===== src/rtl/func_sweep_pkg.sv =====
// Shared types and constants for the function sweep sequencer.
// Holds the FSM state encoding, the quiet-NaN result code and the parameter defaults.
package func_sweep_pkg;

  typedef enum logic [2:0] {
    ST_IDLE  = 3'd0,
    ST_ISSUE = 3'd1,
    ST_WAIT  = 3'd2,
    ST_EMIT  = 3'd3,
    ST_FIN   = 3'd4
  } state_t;

  localparam logic [31:0] QNAN = 32'h7FC0_0000;

  localparam int X_W_DEF     = 8;
  localparam int NUM_SEL_DEF = 9;
  localparam int SEL_W_DEF   = 4;
  localparam int TIMEOUT_DEF = 16;

endpackage


===== src/rtl/func_sweep_sequencer_if.sv =====
// Evaluator request/ack channel and result record channel of the sweep sequencer.
// The master side is the sequencer; the slave side is the evaluator plus result consumer.
interface func_sweep_if #(
  parameter int X_W   = 8,
  parameter int SEL_W = 4
);

  logic [X_W-1:0]   dut_x;
  logic [SEL_W-1:0] dut_sel;
  logic             dut_req;
  logic             dut_ack;
  logic [31:0]      dut_out;
  logic             res_valid;
  logic             res_ready;
  logic [X_W-1:0]   res_x;
  logic [SEL_W-1:0] res_sel;
  logic [31:0]      res_data;
  logic             res_err;

  modport master (
    output dut_x, dut_sel, dut_req, res_valid, res_x, res_sel, res_data, res_err,
    input  dut_ack, dut_out, res_ready
  );

  modport slave (
    input  dut_x, dut_sel, dut_req, res_valid, res_x, res_sel, res_data, res_err,
    output dut_ack, dut_out, res_ready
  );

endinterface


===== src/rtl/func_sweep_sequencer_sweep_counter.sv =====
// Nested (X outer, select inner) sweep position counter with modulo wrap of X.
// last is high while the current position is the final pair of the sweep.
module sweep_counter
  import func_sweep_pkg::*;
#(
  parameter int X_W     = X_W_DEF,
  parameter int NUM_SEL = NUM_SEL_DEF,
  parameter int SEL_W   = SEL_W_DEF
) (
  input  logic             clk,
  input  logic             rst,
  input  logic             load,
  input  logic             advance,
  input  logic [X_W-1:0]   x_start,
  input  logic [X_W-1:0]   x_step,
  input  logic [7:0]       x_count,
  output logic [X_W-1:0]   x,
  output logic [SEL_W-1:0] sel,
  output logic             last
);

  localparam logic [SEL_W-1:0] SEL_LAST = SEL_W'(NUM_SEL - 1);
  localparam logic [SEL_W-1:0] SEL_ONE  = SEL_W'(1'b1);

  logic [X_W-1:0]   x_r;
  logic [SEL_W-1:0] sel_r;
  logic [X_W-1:0]   step_r;
  logic [7:0]       cnt_r;
  logic [7:0]       idx_r;

  // Position registers: load on accepted start, step on each result handshake.
  always_ff @(posedge clk) begin
    if (rst) begin
      x_r    <= {X_W{1'b0}};
      sel_r  <= {SEL_W{1'b0}};
      step_r <= {X_W{1'b0}};
      cnt_r  <= 8'd0;
      idx_r  <= 8'd0;
    end else if (load) begin
      x_r    <= x_start;
      sel_r  <= {SEL_W{1'b0}};
      step_r <= x_step;
      cnt_r  <= x_count;
      idx_r  <= 8'd0;
    end else if (advance) begin
      if (sel_r == SEL_LAST) begin
        // X addition truncates to X_W, giving the permitted wrap-around
        sel_r <= {SEL_W{1'b0}};
        x_r   <= x_r + step_r;
        idx_r <= idx_r + 8'd1;
      end else begin
        sel_r <= sel_r + SEL_ONE;
      end
    end else begin
      x_r <= x_r;
    end
  end

  assign x    = x_r;
  assign sel  = sel_r;
  assign last = (sel_r == SEL_LAST) && (idx_r == (cnt_r - 8'd1));

endmodule


===== src/rtl/func_sweep_sequencer.sv =====
// Sweeps an evaluator over x_count X values times NUM_SEL selects, one request at a time,
// and emits one result record per pair; unanswered requests time out into a quiet-NaN record.
module func_sweep_sequencer
  import func_sweep_pkg::*;
#(
  parameter int X_W     = X_W_DEF,
  parameter int NUM_SEL = NUM_SEL_DEF,
  parameter int SEL_W   = SEL_W_DEF,
  parameter int TIMEOUT = TIMEOUT_DEF
) (
  input  logic           clk,
  input  logic           rst,
  input  logic           start,
  input  logic [X_W-1:0] x_start,
  input  logic [X_W-1:0] x_step,
  input  logic [7:0]     x_count,
  output logic           busy,
  output logic           done,
  output logic           err_sticky,
  func_sweep_if.master   bus
);

  localparam int TMO_W = $clog2(TIMEOUT) + 1;
  localparam logic [TMO_W-1:0] TMO_LAST = TMO_W'(TIMEOUT - 1);
  localparam logic [TMO_W-1:0] TMO_ONE  = TMO_W'(1'b1);

  state_t           state_r;
  logic [TMO_W-1:0] tmo_cnt_r;
  logic             dut_req_r;
  logic             res_valid_r;
  logic             res_err_r;
  logic [X_W-1:0]   res_x_r;
  logic [SEL_W-1:0] res_sel_r;
  logic [31:0]      res_data_r;
  logic             busy_r;
  logic             done_r;
  logic             err_sticky_r;

  logic             load_s;
  logic             advance_s;
  logic [X_W-1:0]   x_s;
  logic [SEL_W-1:0] sel_s;
  logic             last_s;

  assign load_s    = (state_r == ST_IDLE) && start && (x_count != 8'd0);
  assign advance_s = (state_r == ST_EMIT) && bus.res_ready;

  sweep_counter #(
    .X_W     (X_W),
    .NUM_SEL (NUM_SEL),
    .SEL_W   (SEL_W)
  ) u_counter (
    .clk     (clk),
    .rst     (rst),
    .load    (load_s),
    .advance (advance_s),
    .x_start (x_start),
    .x_step  (x_step),
    .x_count (x_count),
    .x       (x_s),
    .sel     (sel_s),
    .last    (last_s)
  );

  // Sequencer FSM with registered request, record and status outputs.
  always_ff @(posedge clk) begin
    if (rst) begin
      state_r      <= ST_IDLE;
      tmo_cnt_r    <= {TMO_W{1'b0}};
      dut_req_r    <= 1'b0;
      res_valid_r  <= 1'b0;
      res_err_r    <= 1'b0;
      res_x_r      <= {X_W{1'b0}};
      res_sel_r    <= {SEL_W{1'b0}};
      res_data_r   <= 32'h0000_0000;
      busy_r       <= 1'b0;
      done_r       <= 1'b0;
      err_sticky_r <= 1'b0;
    end else begin
      done_r <= 1'b0;
      case (state_r)
        ST_IDLE: begin
          if (start) begin
            busy_r <= 1'b1;
            if (x_count != 8'd0) begin
              err_sticky_r <= 1'b0;
              dut_req_r    <= 1'b1;
              state_r      <= ST_ISSUE;
            end else begin
              done_r  <= 1'b1;
              state_r <= ST_FIN;
            end
          end else begin
            busy_r <= 1'b0;
          end
        end
        ST_ISSUE: begin
          tmo_cnt_r <= {TMO_W{1'b0}};
          state_r   <= ST_WAIT;
        end
        ST_WAIT: begin
          // ack is tested first so it wins over a timeout expiring in the same cycle
          if (bus.dut_ack) begin
            res_data_r  <= bus.dut_out;
            res_err_r   <= 1'b0;
            res_x_r     <= x_s;
            res_sel_r   <= sel_s;
            dut_req_r   <= 1'b0;
            res_valid_r <= 1'b1;
            state_r     <= ST_EMIT;
          end else if (tmo_cnt_r == TMO_LAST) begin
            res_data_r   <= QNAN;
            res_err_r    <= 1'b1;
            err_sticky_r <= 1'b1;
            res_x_r      <= x_s;
            res_sel_r    <= sel_s;
            dut_req_r    <= 1'b0;
            res_valid_r  <= 1'b1;
            state_r      <= ST_EMIT;
          end else begin
            tmo_cnt_r <= tmo_cnt_r + TMO_ONE;
          end
        end
        ST_EMIT: begin
          if (bus.res_ready) begin
            res_valid_r <= 1'b0;
            if (last_s) begin
              done_r  <= 1'b1;
              state_r <= ST_FIN;
            end else begin
              dut_req_r <= 1'b1;
              state_r   <= ST_ISSUE;
            end
          end else begin
            res_valid_r <= 1'b1;
          end
        end
        ST_FIN: begin
          busy_r  <= 1'b0;
          state_r <= ST_IDLE;
        end
        default: begin
          dut_req_r   <= 1'b0;
          res_valid_r <= 1'b0;
          busy_r      <= 1'b0;
          state_r     <= ST_IDLE;
        end
      endcase
    end
  end

  assign bus.dut_x     = x_s;
  assign bus.dut_sel   = sel_s;
  assign bus.dut_req   = dut_req_r;
  assign bus.res_valid = res_valid_r;
  assign bus.res_x     = res_x_r;
  assign bus.res_sel   = res_sel_r;
  assign bus.res_data  = res_data_r;
  assign bus.res_err   = res_err_r;
  assign busy          = busy_r;
  assign done          = done_r;
  assign err_sticky    = err_sticky_r;

endmodule


===== src/flat_wrapper.sv =====
// flat-port wrapper written by rule: the top's interface ports become plain ports
module func_sweep_sequencer_flat import func_sweep_pkg::*;
#(
  parameter int X_W     = X_W_DEF,
  parameter int NUM_SEL = NUM_SEL_DEF,
  parameter int SEL_W   = SEL_W_DEF,
  parameter int TIMEOUT = TIMEOUT_DEF
)
  (clk, rst, start, x_start, x_step, x_count, busy, done, err_sticky, bus_dut_x, bus_dut_sel, bus_dut_req, bus_res_valid, bus_res_x, bus_res_sel, bus_res_data, bus_res_err, bus_dut_ack, bus_dut_out, bus_res_ready);
  func_sweep_if #(.X_W(X_W), .SEL_W(SEL_W)) bus_i ();
  input  logic clk;
  input  logic rst;
  input  logic start;
  input  logic [X_W-1:0] x_start;
  input  logic [X_W-1:0] x_step;
  input  logic [7:0] x_count;
  output logic busy;
  output logic done;
  output logic err_sticky;
  output wire logic [$bits(bus_i.dut_x)-1:0] bus_dut_x;
  output wire logic [$bits(bus_i.dut_sel)-1:0] bus_dut_sel;
  output wire logic [$bits(bus_i.dut_req)-1:0] bus_dut_req;
  output wire logic [$bits(bus_i.res_valid)-1:0] bus_res_valid;
  output wire logic [$bits(bus_i.res_x)-1:0] bus_res_x;
  output wire logic [$bits(bus_i.res_sel)-1:0] bus_res_sel;
  output wire logic [$bits(bus_i.res_data)-1:0] bus_res_data;
  output wire logic [$bits(bus_i.res_err)-1:0] bus_res_err;
  input wire logic [$bits(bus_i.dut_ack)-1:0] bus_dut_ack;
  input wire logic [$bits(bus_i.dut_out)-1:0] bus_dut_out;
  input wire logic [$bits(bus_i.res_ready)-1:0] bus_res_ready;
  assign bus_dut_x = bus_i.dut_x;
  assign bus_dut_sel = bus_i.dut_sel;
  assign bus_dut_req = bus_i.dut_req;
  assign bus_res_valid = bus_i.res_valid;
  assign bus_res_x = bus_i.res_x;
  assign bus_res_sel = bus_i.res_sel;
  assign bus_res_data = bus_i.res_data;
  assign bus_res_err = bus_i.res_err;
  assign bus_i.dut_ack = bus_dut_ack;
  assign bus_i.dut_out = bus_dut_out;
  assign bus_i.res_ready = bus_res_ready;
  func_sweep_sequencer #(.X_W(X_W), .NUM_SEL(NUM_SEL), .SEL_W(SEL_W), .TIMEOUT(TIMEOUT)) u_core (.clk(clk), .rst(rst), .start(start), .x_start(x_start), .x_step(x_step), .x_count(x_count), .busy(busy), .done(done), .err_sticky(err_sticky), .bus(bus_i));
endmodule

===== config.mk =====
export PLATFORM = sky130hd
export DESIGN_NAME = func_sweep_sequencer_flat
export DESIGN_NICKNAME = d
export VERILOG_FILES = /design/src/rtl/func_sweep_pkg.sv /design/src/rtl/func_sweep_sequencer_if.sv /design/src/rtl/func_sweep_sequencer_sweep_counter.sv /design/src/rtl/func_sweep_sequencer.sv /design/src/flat_wrapper.sv
export SDC_FILE = /design/constraint.sdc
export NUM_CORES = 1
export LEC_CHECK = 0
export CORE_MARGIN = 3
export CORE_UTILIZATION = 25
export CTS_CLUSTER_DIAMETER = 150
export DETAILED_ROUTE_END_ITERATION = 16
export SLEW_MARGIN = 25
export SYNTH_ARGS = -nofsm -noshare
export SYNTH_HDL_FRONTEND = slang
export SYNTH_SLANG_ARGS = --single-unit

===== constraint.sdc =====
create_clock -name clk -period 5.93 [get_ports clk]
set_input_delay 1.186 -clock clk [delete_from_list [all_inputs] [get_ports clk]]
set_output_delay 1.186 -clock clk [all_outputs]
set_load 0.02 [all_outputs]

; Word-level counts from Yosys, hierarchy flattened
; Index checks and enable logic that the tools add are counted.
[word_totals]
latchBits = 0
elab_cells = 104
mem_count = 0
regBits = 94
ram_bits = 0
romBits = 0
output_inout_bits = 62
[classes]
magnitude_cmp = 0
reduce_logical = 23
eq_ne = 15
n_bitwise = 2
multipliers = 0
n_addsub = 5
n_div = 0
shifts = 0
mux = 43
[ops]
columns = operator, count
row1 = $mux 32, 2
row2 = $mux 8, 5
row3 = $mux 1, 18
row4 = $mux 3, 6
row5 = $mux 4, 3
row6 = $ne 2x2->1 const B, 6
row7 = $pmux 3 s4, 1
row8 = $mux 5, 2
row9 = $pmux 5 s2, 1
row10 = $reduce_bool 2->1, 5
row11 = $add 8x1->8 const B, 1
row12 = $add 8x8->8, 1
row13 = $eq 8x8->1, 1
row14 = $reduce_and 2->1, 4
row15 = $reduce_bool 8->1, 1
row16 = $sub 8x1->8 const B, 1
row17 = $eq 3x2->1 const B, 2
row18 = $pmux 1 s2, 3
row19 = $reduce_and 3->1, 2
row20 = $reduce_and 6->1, 1
row21 = $reduce_or 3->1, 2
row22 = $add 5x1->5 const B, 1
row23 = $eq 5x4->1 const B, 1
row24 = $reduce_and 5->1, 1
row25 = 12 further kinds, 17

; Logic depth before layout (Yosys ltp)
; Gate-level depths: netlist of the first run.
[logic_depth]
depth_word = 6
ltp_mapped = 9

; Cells and area by module
; A second synthesis of the first run with hierarchy kept.
[hier_totals]
hier_cells = 485
hier_area_um2 = 4206.5
[modules_own_cells]
columns = mod, instances, area_each_um2, cells_each, seq_area_each_um2
row1 = func_sweep_sequencer, 1, 2213.4, 251, 1161.1
row2 = sweep_counter, 1, 1993.2, 234, 720.7

; Least setup slack after synthesis of the first run
; OpenSTA, ideal clock, no wires.
[synth_path]
path_type = input to register
startpoint = input port bus_res_ready
endpoint = register u_core.u_counter.x_r[7], in the netlist u_core.u_counter.x[7]
path_slack_ns = 3.340
t_arrival_ns = 2.499
stages = 6
path_cell_list = nand2_1 or2_1 or2_2 buf_2 or3_1 a311oi_1
[synth_between]
elab_chain_cells = 3
[synth_rtl]
columns = element, line
row1 = "start, declared", flat_wrapper.sv:30  ; input wire logic [$bits(bus_i.res_ready)-1:0] bus_res_ready;
row2 = $logic_and 1x1->1, func_sweep_sequencer.sv:46  ; assign advance_s = (state_r == ST_EMIT) && bus.res_ready;
row3 = $reduce_bool 2->1 (no source line), -
row4 = $reduce_and 2->1 (no source line), -
row5 = "end signal, assigned", func_sweep_sequencer_sweep_counter.sv:40  ; x_r <= x_start;
row6 = "end signal, assigned", func_sweep_sequencer_sweep_counter.sv:49  ; x_r <= x_r + step_r;
row7 = "end signal, assigned", func_sweep_sequencer_sweep_counter.sv:55  ; x_r <= x_r;
row8 = "end, declared", func_sweep_sequencer_sweep_counter.sv:25  ; logic [X_W-1:0] x_r;
; No other way between the ends.
; A chain may end at the register's enable or synchronous reset.

; Worst setup path after layout of the first run
[layout_path]
startpoint = input port bus_res_ready
endpoint = register u_core.u_counter.idx_r[7]
[layout_between]
elab_chain_cells = 2
[layout_rtl]
columns = element, line
row1 = $logic_and 1x1->1, func_sweep_sequencer.sv:46
row2 = $reduce_and 2->1 (no source line), -
row3 = "end signal, assigned", func_sweep_sequencer_sweep_counter.sv:50  ; idx_r <= idx_r + 8'd1;
row4 = "end, declared", func_sweep_sequencer_sweep_counter.sv:29  ; logic [7:0] idx_r;
; No other way between the ends.

==> results of run 1 <==
-- Yosys cell counts (all sizes together) (3+ instances only) --
| library cell | count | share of area |
|---|---|---|
| a21oi | 49 | 0.059 |
| a22oi | 24 | 0.044 |
| a311oi | 6 | 0.013 |
| a31oi | 4 | 0.0061 |
| and3 | 3 | 0.0045 |
| buf | 7 | 0.0091 |
| clkbuf | 23 | 0.021 |
| dfxtp | 94 | 0.46 |
| ha | 13 | 0.039 |
| inv | 13 | 0.012 |
| mux2i | 5 | 0.012 |
| nand2 | 87 | 0.079 |
| nand2b | 3 | 0.0045 |
| nand3 | 9 | 0.011 |
| nand4 | 5 | 0.0076 |
| nand4b | 3 | 0.0064 |
| nor2 | 68 | 0.062 |
| nor2b | 3 | 0.0045 |
| nor3 | 7 | 0.0097 |
| nor3b | 3 | 0.0055 |
| nor4 | 3 | 0.0045 |
| o21ai | 10 | 0.012 |
| o22ai | 10 | 0.015 |
| or3 | 5 | 0.0088 |
| xnor2 | 8 | 0.017 |
| xor2 | 13 | 0.028 |
-- placed cells by master (no fill, tap or decap), types with 6 or more instances in the layout --
cell,count
o21ai_0,9
clkdlybuf4s50_1,121
ha_1,13
nor3_1,6
dfxtp_1,94
xor2_1,13
o22ai_1,10
nand2_1,87
a21oi_1,49
inv_1,13
xnor2_1,8
nor2_1,67
clkbuf_16,9
a22oi_1,24
nand3_1,9
a311oi_1,6
-- power by group --
part / internal [mW] / switching [mW] / total, mW / leakage, nW
Combinational: 0.117 / 0.124 / 0.241 / 1.14
Sequential: 0.659 / 0.0292 / 0.688 / 0.764
Clock: 0.369 / 0.246 / 0.615 / 0.152
-- flip-flops by register name, indices dropped and copies added (netlist names), 3 cells and up --
name,count
u_core.bus.res_data,32
u_core.bus.res_sel,4
u_core.bus.res_x,8
u_core.state_r,3
u_core.tmo_cnt_r,5
u_core.u_counter.cnt_r,8
u_core.u_counter.idx_r,8
u_core.u_counter.sel,4
u_core.u_counter.step_r,8
u_core.u_counter.x,8
-- layer usage --
layer / vias up / GRT usage
met3: 8 / 0.0555
met1: 1796 / 0.170
li1: 1941 / -
met5: - / 0
met2: 117 / 0.219
met4: 0 / 0.0339
-- kinds of logic after synthesis --
| family | count (synthesis) | synth area share |
|---|---|---|
| AO/OA/AOI/OAI | 116 | 0.179 |
| AND/OR/NAND/NOR | 206 | 0.222 |
| adder cells (fa/ha/maj) | 14 | 0.0443 |
| XOR/XNOR | 21 | 0.0446 |
| multiplexers | 5 | 0.0121 |
| buffers and inverters | 43 | 0.0418 |
| flip-flops | 94 | 0.456 |
-- per-stage QoR --
| step | area (µm²) | hold WS (ns) | util | instances | total power [mW] |
|---|---|---|---|---|---|
| after floorplan | 4130 | 0.440 | - | 499 | 0.833 |
| after global placement | 5530 | 0.442 | 0.346 | 812 | 0.939 |
| after detailed placement | 5530 | 0.452 | 0.346 | 812 | 0.945 |
| after CTS | 5850 | 0.463 | 0.366 | 828 | 1.57 |
| after global routing | 5850 | 0.489 | 0.366 | 828 | 1.63 |
| final | 5850 | 0.459 | 0.366 | 828 | 1.54 |
-- cell type report --
type                            count  area, µm²  area share
Multi-Input combinational cell    362       2080       0.356
Sequential cell                    94       1880       0.322
Timing Repair Buffer              127       1250       0.214
Tap cell                          216        270      0.0462
Clock buffer                       10        229      0.0391
Clock inverter                      6       86.3      0.0148
Inverter                           13       48.8     0.00834
-- worst max path at each step --
stage                        startpoint                        end  slack [ns]  cells past startpoint
after floorplan           bus_res_ready      u_core.u_counter.x[7]        3.34                      6
after global placement    bus_res_ready  u_core.u_counter.idx_r[7]        2.29                      7
after detailed placement  bus_res_ready  u_core.u_counter.idx_r[7]        2.23                      7
after CTS                 bus_res_ready  u_core.u_counter.idx_r[7]        2.60                      7
after global routing      bus_res_ready  u_core.u_counter.idx_r[7]        2.39                      7
final                     bus_res_ready  u_core.u_counter.idx_r[7]        2.57                      7
-- worst max-delay path, delay by kind of cell --
family | cells | cell delay [ns]
AO/OA/AOI/OAI | 1 | 0.13
buffers and inverters | 1 | 0.50
AND/OR/NAND/NOR | 5 | 1.80
==> reports/metrics.cfg, run 1 <==
[run_status]
status = finished, final reports clean

[sta]
setup_ws_ns = 2.57
period_share = 0.566
hold_violations = 0
worst_pin_slew_ns = 0.989
clock.fmax_mhz = 298
grt_setup_unrepaired = false
setup_violations = 0
relSlewSlack = 0.340
setup-tns-final_ns = 0
min_period_ns = 3.36
slew_violations = 0
clock_skew_ns = 0.00790

[hold_path]
hold-path-cell-count = 2
hold_path_end = u_core.bus.res_sel[1]
hp-start = u_core.bus.res_sel[1]
hold_class = register to register

[critical_path]
path_class = input port to register
rr_worst_depth = 6
critPathRequiredTime_ns = 6.20
critPathArrivalTime_ns = 3.63
cp_max_fo = 13
max_stage_delay_ns = 0.69
r2r_start = u_core.state_r[0]
regToRegSetupSlack_ns = 3.27
crit_slowest_cell = nor2_1
cp-start-kind = input port
rr_endpoint = u_core.u_counter.idx_r[7]
path_cells = clkdlybuf4s50_1 > nand2_1 > or2_1 > nor2_1 > nand4_1 > or3_1 > a21oi_1
endpoint_kind = register

[floorplan]
initial_core_util = 0.258
die_y_um = 134
die_area_um2 = 18100
num_rows = 46
io_pins = 123
core-area_um2 = 16000
chipWidth_um = 134

[route]
wl_met2_um = 5540
first_pass_iters = 4
met3_length_um = 953
via_per_inst = 4.66
detailroute.via_count = 3862
drc_errors = 0
wl_per_cell_um = 14.5
drtIter0Drc = 143
dr.max_layer_used = met4
ant_nets = 0
routed_wl_um = 12000
m1WireLength_um = 5420

[clocking]
clkTransAtPathRegs_ns = 0.06
root_buffer = clkbuf_16
cts-resized-gates = 0
worstSkewPairLatency_ns = 0.35
cts.sinks = 94
cts_tree = done
cts_max_level = 3
cts-hold-fix-buffers = 0
clockBufferDepth = 2
cts_buffers = 9
cts_setup_buffers = 0

[placement]
numPortBuffers = 122
hpwl_um = 8600
place_ws_ns = 2.23
place_congestion = 0.798

[cells_and_area]
drive_above_1_share = 0.0474
nets = 682
antenna_cells = 0
area_delta_synth_final_pct = 41.7
nFillCells = 1685

[synth]
synth_nets = 574
syn_area_per_cell_um2 = 8.27
ys_types = 48
synth-edff-count = 0
dominantRegCellSynth = dfxtp_1
synth-seq-cells = 94
seq_area_frac_synth = 0.456
ys_async_sr_fraction = 0
ys_warn_count = 0
netlist_area_um2 = 4130
synthCells = 499

[global_route]
grt_max_degree = 52
grt_pass1_wl_um = 19600
antenna_found_initial = 0
grt.total_usage = 0.136
first_global_vias = 3829
gr-total-overflow = 0

[job]
maxCapViolCount = 0

[power_and_ir_drop]
p_leak_nw = 2.05
p_per_area_nw_per_um2 = 264
peakVddDrop_v = 0.000155

No activity file was read; power rests on OpenSTA's default activity.
==> run 2: changes to the inputs <==
==> constraint.sdc (replaced) <==
create_clock -name clk -period 3.41 [get_ports clk]
set_input_delay 0.682 -clock clk [delete_from_list [all_inputs] [get_ports clk]]
set_output_delay 0.682 -clock clk [all_outputs]
set_load 0.02 [all_outputs]
==> run 2 against run 1 <==
- largest power group unchanged
- final area barely moved
- non-clock buffer count grew 4
- sequential power rose by 74%
- via count is 0.78% higher
- critical path depth did not move
- combinational power up 74%
- global-route usage shrank 0.15 points
- wire length decreased by 0.64%
- first-iteration DRC count is 46% higher
- clock power rose by 62%
- register-to-register slack lost 2.1 ns
==> reports/metrics.cfg, run 2 (synthesis gave the netlist of run 1 again) <==
[clocking]
root_buffer = clkbuf_16
cts.sinks = 94
cts_max_level = 3
clockBufferDepth = 2
worstSkewPairLatency_ns = 0.35
clkTransAtPathRegs_ns = 0.07
cts_buffers = 9
cts-resized-gates = 0
cts_tree = done
cts-hold-fix-buffers = 0
cts_setup_buffers = 0

[cells_and_area]
area_delta_synth_final_pct = 41.8
antenna_cells = 0
nets = 686
largest_reg_flops = 32
drive_above_1_share = 0.0536
final_cell_mix = clkdlybuf4s50_1, dfxtp_1, nand2_1, nor2_1, a21oi_1
layout_commonest_cell = clkdlybuf4s50_1
nFillCells = 1731

[power_and_ir_drop]
p_leak_nw = 2.07
p_per_area_nw_per_um2 = 446
switching_share = 0.265
p_comb_frac = 0.161
switching_power_mw = 0.692
p_int_mw = 1.92
peakVddDrop_v = 0.000258
clkPwrFrac = 0.381
p_seq_frac = 0.458

[hold_path]
hold_class = register to register

[sta]
setup_ws_ns = 0.799
worst_pin_slew_ns = 0.829
period_share = 0.766
relSlewSlack = 0.444
min_period_ns = 2.61
grt_setup_unrepaired = false
setup_violations = 0
setup-tns-final_ns = 0
clock.fmax_mhz = 383
clock_skew_ns = 0.00726
hold_violations = 0
slew_violations = 0

[route]
routed_wl_um = 12000
wl_per_cell_um = 14.4
via_per_inst = 4.68
drtIter0Drc = 209
first_pass_iters = 4
drc_errors = 0
detailroute.via_count = 3892
ant_nets = 0

[global_route]
grt_max_degree = 44
grt.total_usage = 0.134
grt_pass1_wl_um = 19400
gr-total-overflow = 0
first_global_vias = 3902
antenna_found_initial = 0

[floorplan]
chipWidth_um = 134
core-area_um2 = 16000
io_pins = 123
die_area_um2 = 18100
num_rows = 46
die_y_um = 134
initial_core_util = 0.258

[placement]
place_ws_ns = 0.365
place_congestion = 0.773
numPortBuffers = 122
hpwl_um = 8830

[run_status]
status = finished, final reports clean

[critical_path]
cp_max_fo = 31
critPathRequiredTime_ns = 3.67
cp-start-kind = input port
critPathArrivalTime_ns = 2.87
path_class = input port to register
endpoint_kind = register

[job]
maxCapViolCount = 0

-- run 2: metrics by stage --
stage          utilization  hold WS, ns  cell area, µm²  power [mW]  cells
2_1_floorplan            -        0.440            4130        1.45    499
3_3_place_gp         0.348        0.443            5560        1.63    816
3_5_place_dp         0.348        0.450            5560        1.64    816
4_1_cts              0.366        0.460            5850        2.66    832
5_1_grt              0.366        0.480            5850        2.76    832
6_report             0.366        0.457            5850        2.61    832
-- run 2: per-layer routing --
layer | global-route usage | part of all wire | vias to the layer above
li1 | - | - | 1947
met1 | 0.161 | 0.43 | 1804
met2 | 0.222 | 0.47 | 131
met3 | 0.0592 | 0.089 | 10
met4 | 0.0339 | 0.010 | 0
met5 | 0 | 0 | -
-- run 2: final timing paths --
kind / from / to / slack (ns) / cells past startpoint
min: u_core.bus.res_sel[2] / u_core.bus.res_sel[2] / 0.46 / 2
max: x_count[3] / u_core.u_counter.sel[3] / 0.80 / 7
max reg2reg: u_core.state_r[0] / u_core.u_counter.idx_r[7] / 1.18 / 7
min reg2reg: u_core.bus.res_sel[2] / u_core.bus.res_sel[2] / 0.46 / 2
-- run 2: worst max-delay path, stage by stage --
cell and delay [ns]:
clkdlybuf4s50_1 0.43, nor4_1 0.55, nand2_1 0.14, nand3_1 0.12, buf_4 0.31, nand2_1 0.33
a311oi_1 0.29
-- run 2: power by group through the flow --
stage          Sequential (mW)  Clock (mW)  Combinational, mW
6_report                  1.20       0.995              0.420
5_1_grt                   1.20        1.09              0.462
4_1_cts                   1.20        1.04              0.426
3_5_place_dp              1.22           0              0.424
3_3_place_gp              1.22           0              0.414
2_1_floorplan             1.24           0              0.211
-- run 2: layout make-up --
class,count,area (µm²),area share
multi-input cells,362,2080,0.355
clock buffers,10,229,0.0391
inverters,13,48.8,0.00834
flip-flops and latches,94,1880,0.321
clock inverters,6,61.3,0.0105
repair buffers,131,1280,0.219
well taps,216,270,0.0462
==> run 3: changes to the inputs <==
==> constraint.sdc (replaced) <==
create_clock -name clk -period 2.2 [get_ports clk]
set_input_delay 0.44 -clock clk [delete_from_list [all_inputs] [get_ports clk]]
set_output_delay 0.44 -clock clk [all_outputs]
set_load 0.02 [all_outputs]
==> run 3 against run 2 <==
- final area is 4.8% higher
- wire length is 3.5% higher
- largest power group unchanged
- cell count is 3.7% higher
- worst hold slack worse by 0.13 ns
- register-to-register slack worse by 1.0 ns
- clock skew is 0.0011 ns higher
- critical endpoint is now u_core.u_counter.x[6]
- global-route usage is 0.63 points higher
==> reports/metrics.cfg, run 3 (synthesis gave the netlist of run 1 again) <==
[cells_and_area]
drive_above_1_share = 0.104
final_cell_mix = clkdlybuf4s50_1, dfxtp_1, nand2_1, nor2_1, a21oi_1
ff_latch_area_um2 = 1880
area_delta_synth_final_pct = 48.7
nFillCells = 1648
antenna_cells = 0
nets = 719
multi_input_area_um2 = 2090
layout_commonest_cell = clkdlybuf4s50_1
final_util = 0.383
stdcell_area_um2 = 6140
largest_reg_flops = 32

[sta]
min_period_ns = 2.03
setup-tns-final_ns = 0
clock_skew_ns = 0.00831
setup_violations = 0
clock.fmax_mhz = 493
worst_pin_slew_ns = 0.519
grt_setup_unrepaired = false
slew_violations = 0
hold_violations = 0
period_share = 0.923
relSlewSlack = 0.652

[critical_path]
rr_worst_depth = 9
regToRegSetupSlack_ns = 0.17
path_cells = ha_1 > inv_1 > fa_1 > nor2b_1 > nor3_1 > o21bai_1 > a21oi_1 > xor2_1 > o31ai_1
crit_slowest_cell = dfxtp_1
critPathArrivalTime_ns = 2.29
endpoint_kind = register
critPathRequiredTime_ns = 2.46
max_stage_delay_ns = 0.43
cp_max_fo = 4
cp-start-kind = register
path_class = register to register
cp_top_family = adder cells
r2r_start = u_core.u_counter.x[0]
crit_buf_inv = 1
rr_endpoint = u_core.u_counter.x[6]

[power_and_ir_drop]
p_leak_nw = 2.24
p_per_area_nw_per_um2 = 660
peakVddDrop_v = 0.000327

[global_route]
first_global_vias = 4155
antenna_found_initial = 0
grt.total_usage = 0.141
grt_max_degree = 41
gr-total-overflow = 0
grt_pass1_wl_um = 20500

[clocking]
cts_buffers = 9
cts.sinks = 94
cts_setup_buffers = 0
cts_tree = done
clockBufferDepth = 2
clkTransAtPathRegs_ns = 0.07
root_buffer = clkbuf_16
cts_max_level = 3
worstSkewPairLatency_ns = 0.34

[floorplan]
num_rows = 46
io_pins = 123
chipWidth_um = 134
die_area_um2 = 18100
die_y_um = 134
initial_core_util = 0.258
core-area_um2 = 16000

[hold_path]
hold-path-cell-count = 2
hold_path_end = u_core.state_r[2]
hp-start = rst
hold_class = input port to register

[route]
via_per_inst = 4.62
drtIter0Drc = 187
drc_errors = 0
detailroute.via_count = 3986
first_pass_iters = 4
ant_nets = 0
routed_wl_um = 12400
wl_per_cell_um = 14.3

[run_status]
status = finished, final reports clean

[placement]
placed_area_um2 = 5850
hpwl_um = 9260
numPortBuffers = 122
place_congestion = 0.815

[job]
maxCapViolCount = 0

==> run 3: cell count changes in the layout (fill, tap and decap cells not counted), moves of 2 or more <==
cell / change
buf_12: +3
buf_4: +30
clkbuf_8: +3
clkinv_2: -2
==> run 3: through the flow <==
stage               std cells  hold WS (ns)  power (mW)  setup slack (ns)
floorplan                 499         0.440        2.25             0.244
global placement          849         0.446        2.60           -0.0732
detailed placement        849         0.450        2.61            -0.109
CTS                       863         0.305        4.11             0.109
global route              863         0.326        4.26            0.0109
finish                    863         0.326        4.05             0.170
==> run 3: worst reg2reg max path, cell delays in order, from the launching register on <==
cell and delay [ns]:
dfxtp_1 0.43, ha_1 0.23, inv_1 0.07, fa_1 0.40, nor2b_1 0.16, nor3_1 0.08, o21bai_1 0.16, a21oi_1 0.10
xor2_1 0.15, o31ai_1 0.19
==> run 3: how the worst max path moves through the flow <==
stage                          start                     to  slack, ns  cells past startpoint
3_3_place_gp           bus_res_ready  u_core.u_counter.x[7]      -0.07                      6
2_1_floorplan  u_core.u_counter.x[1]  u_core.u_counter.x[7]       0.24                      7
3_5_place_dp           bus_res_ready  u_core.u_counter.x[7]      -0.11                      6
4_1_cts          u_core.tmo_cnt_r[0]    u_core.tmo_cnt_r[3]       0.11                      9
6_report       u_core.u_counter.x[0]  u_core.u_counter.x[6]       0.17                      9
5_1_grt        u_core.u_counter.x[3]  u_core.u_counter.x[7]       0.01                      7
==> run 3: timing repair <==
item | CTS | global route
resized for setup | 0 | 3
hold buffers | 0 | 0
endpoints found under the setup margin | 0 | 4
==> run 3: report_power, final <==
part	switching (mW)	internal, mW
clock network	0.631	0.845
registers	0.0589	1.78
logic	0.368	0.371
==> run 3: layout make-up <==
type,count,share of cell area
clock buffer,13,0.0440
clock inverter,1,0.000816
inverter,13,0.00795
multi-input combinational,362,0.341
sequential,94,0.307
tap,216,0.0440
timing repair buffer,164,0.256
==> run 3: per-layer routing <==
metal | wire length [µm] | global-route usage
met5 | 0 | 0
met4 | 127 | 0.0645
met3 | 993 | 0.0484
met2 | 5870 | 0.226
met1 | 5390 | 0.170
